[src/rtl/fifo_rst_sequencer.sv]
// -----------------------------------------------------------------------------
// fifo_rst_sequencer
//
// Serialises FIFO reset requests from NREQ requesters. Each service runs
//   CLEAR (CLR_CYC) -> RESET (RST_CYC) -> PAUSE (PAUSE_CYC) -> ACK (1 cycle)
// while blocking writes, pulsing FIFO_RST in RESET, and finally strobing
// ACK[g] for the granted requester. After RST a power-up (init) sequence runs
// the same path without an ACK strobe and then raises INIT_DONE.
// Requesters are served round robin, starting one index above the last grant.
//
// Ports
//   CLK        in   1     clock, rising edge
//   RST        in   1     synchronous active-high reset
//   REQ        in   NREQ  level requests (captured into pending bits)
//   ACK        out  NREQ  one-cycle completion strobe to the granted requester
//   FIFO_RST   out  1     reset to the shared FIFOs
//   WR_BLOCK   out  1     FIFO write inhibit during a sequence
//   BUSY       out  1     state is not IDLE
//   INIT_DONE  out  1     power-up sequence has completed
//
// Configuration macro
//   FIFO_RST_SEQ_TMR_EN : when defined, every register is triplicated and the
//                         next value is computed from the 2-of-3 vote, so a
//                         single upset is masked and scrubbed on the next edge.
//
// Outputs are registered from the current state, so they trail the state
// register by one cycle.
// -----------------------------------------------------------------------------
module fifo_rst_sequencer #(
    parameter int NREQ      = 4,
    parameter int CLR_CYC   = 5,
    parameter int RST_CYC   = 10,
    parameter int PAUSE_CYC = 15
) (
    input  logic            CLK,
    input  logic            RST,
    input  logic [NREQ-1:0] REQ,
    output logic [NREQ-1:0] ACK,
    output logic            FIFO_RST,
    output logic            WR_BLOCK,
    output logic            BUSY,
    output logic            INIT_DONE
);

    localparam int GW = $clog2(NREQ);

`ifdef FIFO_RST_SEQ_TMR_EN
    localparam int NCOPY = 3;
`else
    localparam int NCOPY = 1;
`endif

    typedef enum logic [2:0] {
        S_IDLE  = 3'd0,
        S_CLEAR = 3'd1,
        S_RESET = 3'd2,
        S_PAUSE = 3'd3,
        S_ACK   = 3'd4
    } state_t;

    // All state lives in one packed record so protection applies uniformly.
    typedef struct packed {
        state_t          state;
        logic [7:0]      cnt;
        logic            init;      // current sequence is the power-up one
        logic [NREQ-1:0] pend;
        logic [GW-1:0]   last;      // last granted index (also the ACK target)
        logic [NREQ-1:0] ack;
        logic            fifo_rst;
        logic            wr_block;
        logic            busy;
        logic            init_done;
    } regs_t;

    localparam regs_t RESET_VAL = '{
        state:     S_CLEAR,
        cnt:       8'(CLR_CYC - 1),
        init:      1'b1,
        pend:      '0,
        last:      GW'(NREQ - 1),
        ack:       '0,
        fifo_rst:  1'b1,
        wr_block:  1'b1,
        busy:      1'b1,
        init_done: 1'b0
    };

    regs_t regs_q [NCOPY];
    regs_t regs_v;
    regs_t regs_d;

    genvar gi;
    generate
        for (gi = 0; gi < NCOPY; gi++) begin : g_copy
            always_ff @(posedge CLK) begin
                if (RST) begin
                    regs_q[gi] <= RESET_VAL;
                end else begin
                    regs_q[gi] <= regs_d;
                end
            end
        end
    endgenerate

`ifdef FIFO_RST_SEQ_TMR_EN
    assign regs_v = (regs_q[0] & regs_q[1]) |
                    (regs_q[0] & regs_q[2]) |
                    (regs_q[1] & regs_q[2]);
`else
    assign regs_v = regs_q[0];
`endif

    logic [NREQ-1:0] pend_n;
    logic            found;
    logic [GW-1:0]   gsel;
    logic [GW-1:0]   idx;

    always_comb begin
        regs_d = regs_v;
        pend_n = regs_v.pend | REQ;
        found  = 1'b0;
        gsel   = regs_v.last;
        idx    = '0;

        // Round-robin search starting one above the last grant.
        for (int k = 1; k <= NREQ; k++) begin
            idx = GW'((int'(regs_v.last) + k) % NREQ);
            if (!found && regs_v.pend[idx]) begin
                found = 1'b1;
                gsel  = idx;
            end
        end

        case (regs_v.state)
            S_IDLE: begin
                if (found) begin
                    regs_d.state = S_CLEAR;
                    regs_d.cnt   = 8'(CLR_CYC - 1);
                    regs_d.last  = gsel;
                    pend_n[gsel] = 1'b0;    // grant clears even if REQ is still high
                end
            end
            S_CLEAR: begin
                if (regs_v.cnt == 8'd0) begin
                    regs_d.state = S_RESET;
                    regs_d.cnt   = 8'(RST_CYC - 1);
                end else begin
                    regs_d.cnt = regs_v.cnt - 8'd1;
                end
            end
            S_RESET: begin
                if (regs_v.cnt == 8'd0) begin
                    regs_d.state = S_PAUSE;
                    regs_d.cnt   = 8'(PAUSE_CYC - 1);
                end else begin
                    regs_d.cnt = regs_v.cnt - 8'd1;
                end
            end
            S_PAUSE: begin
                if (regs_v.cnt == 8'd0) begin
                    regs_d.state = S_ACK;
                end else begin
                    regs_d.cnt = regs_v.cnt - 8'd1;
                end
            end
            S_ACK: begin
                regs_d.init = 1'b0;
                // Go straight to the next service so BUSY never drops between them.
                if (found) begin
                    regs_d.state = S_CLEAR;
                    regs_d.cnt   = 8'(CLR_CYC - 1);
                    regs_d.last  = gsel;
                    pend_n[gsel] = 1'b0;
                end else begin
                    regs_d.state = S_IDLE;
                end
            end
            default: begin
                regs_d.state = S_IDLE;
            end
        endcase

        regs_d.pend = pend_n;

        // Registered outputs, decoded from the current state.
        regs_d.ack       = (regs_v.state == S_ACK && !regs_v.init) ?
                           ({{(NREQ-1){1'b0}}, 1'b1} << regs_v.last) : '0;
        regs_d.fifo_rst  = (regs_v.state == S_RESET);
        regs_d.wr_block  = (regs_v.state == S_CLEAR) || (regs_v.state == S_RESET) ||
                           (regs_v.state == S_PAUSE);
        regs_d.busy      = (regs_v.state != S_IDLE);
        regs_d.init_done = regs_v.init_done || (regs_v.state == S_ACK && regs_v.init);
    end

    assign ACK       = regs_v.ack;
    assign FIFO_RST  = regs_v.fifo_rst;
    assign WR_BLOCK  = regs_v.wr_block;
    assign BUSY      = regs_v.busy;
    assign INIT_DONE = regs_v.init_done;

endmodule

[config.mk]
export PLATFORM = sky130hd
export DESIGN_NAME = fifo_rst_sequencer
export DESIGN_NICKNAME = d
export VERILOG_FILES = /design/src/rtl/fifo_rst_sequencer.sv
export SDC_FILE = /design/constraint.sdc
export NUM_CORES = 1
export LEC_CHECK = 0
export ABC_AREA = 1
export CORE_MARGIN = 4
export CORE_UTILIZATION = 56
export DETAILED_ROUTE_END_ITERATION = 10
export GPL_TIMING_DRIVEN = 0
export PLACE_DENSITY = 0.75
export SETUP_SLACK_MARGIN = 0.5
export SLEW_MARGIN = 20
export SYNTH_ARGS = -nofsm -noshare
export SYNTH_HDL_FRONTEND = slang
export SYNTH_SLANG_ARGS = --single-unit
[constraint.sdc]
create_clock -name CLK -period 2.3 [get_ports CLK]
set_clock_uncertainty 0.05 [all_clocks]
set_input_delay 0.345 -clock CLK [delete_from_list [all_inputs] [get_ports CLK]]
set_output_delay 0.345 -clock CLK [all_outputs]
set_load 0.02 [all_outputs]
==> flow_summary.toml <==
[run_status]
status = "completed"

[timing]
setup_violations = 0
rsz0062_at_grt = "yes"
holdWs_ps = 423
maxSlewViolCount = 0
tns_ps = 0
worstMarginPinSlew_ps = 509
min_period_over_period_pct = 75.8
max_slew_margin_pct = 66.0
period_needed_ps = 1740
hold_viol = 0
fmax_ghz = 0.574

[critical_path]
critPathSlowestCell = "dfxtp_2"
arrival_ps = 1890
critPathMaxStageDelay_ps = 350
crit_required_ps = 2450
path_cells = "buf_8 > inv_8 > nand2_4 > nand2_4 > nand2_4 > nand2_4 > nor2_4 > nand3_2 > nand2_4 > nand2_8 > nand2_8 > inv_2 > nand2_1 > nand3_2"
critical_path_buf_inv_count = 3
end_kind = "register"
path_max_fanout = 8
startpoint = "regs_q[0][8]"
crit_top_cell = "nand2_4"
crit_type = "reg -> reg"
path_delay_family = "simple AND/OR/NAND/NOR gates"
cp-start-kind = "register"
r2r-start = "regs_q[0][8]"

[cells_and_area]
n_fill_cell = 197
num_antenna_cells = 0
layout-drive-gt1-share_pct = 25.2
regMostFlops = "regs_q"
final_core_util_pct = 77.4
syn2layout_area_growth_pct = 28.0
final_area_sq_um = 1970
final_common_cell = "nand2_1"
largest_register_ffs = 26
reg_top3 = "regs_q (26)"
stdcell_count = 292
final_cell_mix = "46 x nand2_1, 33 x nor2_1, 23 x inv_1, 23 x nand3_1, 22 x dfxtp_1"
nets = 270

[synth]
yosysSeqAreaShare_pct = 33.8
synth.avg_cell_area_sq_um = 6.61
synthCells = 233
yosys_warnings = 0
ys_ff_latch = 26
syn-num-nets = 240
yosysUniqueCellTypes = 30
synth_area_sq_um = 1540

[drt]
drt_first_pass_iters = 7
ant_nets = 0
totalWireLength_mm = 3.82
drtIter0Drc = 93
vias_per_cell = 5.42
vias = 1582
remaining_drc_errors = 0
wl_per_cell_um = 13.1

[grt]
grt.overflow.total = 0
grt_first_pass_wirelength_mm = 5.98
grt_pass1_vias = 1477
antenna_found_initial = 0
grt_max_degree = 15
grtUsageTotal_pct = 21.6

[floorplanning]
ios = 14
rows = 18
fp.dieW_um = 60.4
core_area_sq_um = 2540
start_util_pct = 60.5
dieArea_sq_um = 3650
die_h_um = 60.4

[min_path]
hold_class = "reg -> reg"
hp-start = "regs_q[0][14]"

[clock_tree]
cts_hold_buffers = 0
root_buffer = "clkbuf_4"
clock_sinks = 26
numCtsBuffers = 3
ctsLongestPathBuffers = 2
clk_latency_ps = 320
cts_max_level = 1
cts.clk_slew.worst_paths_ps = 140
cts_tree = "built"

[placed_design]
place_area_sq_um = 1710
portBuffers = 13
dp_hpwl_mm = 2.60
gp_routability_congestion = 0.859
place_inst = 276

[pwr]
power.density_nw_per_um2 = 1320
power_leakage_nw = 1.01
ir_drop_mv = 1.07

[flow_run]
cap_violations = 0
==> kinds of logic after synthesis <==
kind of cell	synth area share (%)
simple gates	44.8
compound gates	8.54
flops	33.8
buf+inv	10.9
xor+xnor	1.14
fa+ha+maj	0.813
==> layer usage <==
layer / wire length (um) / up-vias / global-route usage, %
li1: - / 801 / -
met1: 1480 / 701 / 22.7
met2: 2060 / 64 / 40.6
met3: 179 / 16 / 3.40
met4: 101 / 0 / 11.8
met5: 0 / - / 0
==> path summary, 6_finish.rpt <==
path | cells past startpoint | endpoint | slack [ps]
worst max-delay path | 14 | regs_q[0][17] | 560
worst min-delay path | 2 | regs_q[0][0] | 420
worst max register to register | 14 | regs_q[0][17] | 560
worst min register to register | 2 | regs_q[0][0] | 420
==> worst register-to-register path: cells and delay by family, from the launching register on <==
family / cells / cell delay (ps)
simple gates: 11 / 990
flops: 1 / 350
buf+inv: 3 / 230
==> stage by stage <==
| stage | worst slack [ps] | power (mW) |
|---|---|---|
| after floorplan | 587 | 1.74 |
| final | 556 | 2.61 |
| after global placement | 369 | 1.95 |
| after CTS | 493 | 2.27 |
| after global routing | 438 | 2.85 |
| after detailed placement | 288 | 2.00 |
==> report_power, final <==
group,internal (mW),switching (mW)
combinational,0.667,1.04
sequential,0.567,0.105
clock,0.0968,0.132
total,1.33,1.28
==> synth_stat cells, drive strengths merged <==
cell | n | area [sq um]
ha | 1 | 12.5
nand4 | 7 | 43.8
dfxtp | 26 | 521
o211ai | 1 | 7.51
o21ai | 10 | 50.0
xor2 | 1 | 8.76
nand2 | 68 | 330
inv | 29 | 111
nand3 | 28 | 145
a31oi | 1 | 6.26
or2 | 3 | 18.8
o21bai | 2 | 15.0
xnor2 | 1 | 8.76
a21oi | 9 | 45.0
nor2 | 35 | 141
buf | 6 | 48.8
nor3 | 2 | 10.0
clkbuf | 1 | 3.75
o21a | 1 | 7.51
clkinv | 1 | 3.75
==> area by class of cell <==
cell class                      count  area, sq um  share of cell area (%)
Tap cell                           30         37.5                    1.90
Inverter                           30          120                    6.10
Multi-Input combinational cell    171          968                    49.1
Sequential cell                    26          528                    26.8
Timing Repair Buffer               24          220                    11.2
Buffer                              7         60.1                    3.05
Clock buffer                        4         36.3                    1.84
==> timing repair <==
action	CTS	global route
gates resized for setup	4	37
setup endpoints to repair	9	18
pin swaps	1	11
cloned	0	1
setup buffers	2	9
Power figures use the tool's default switching activity.
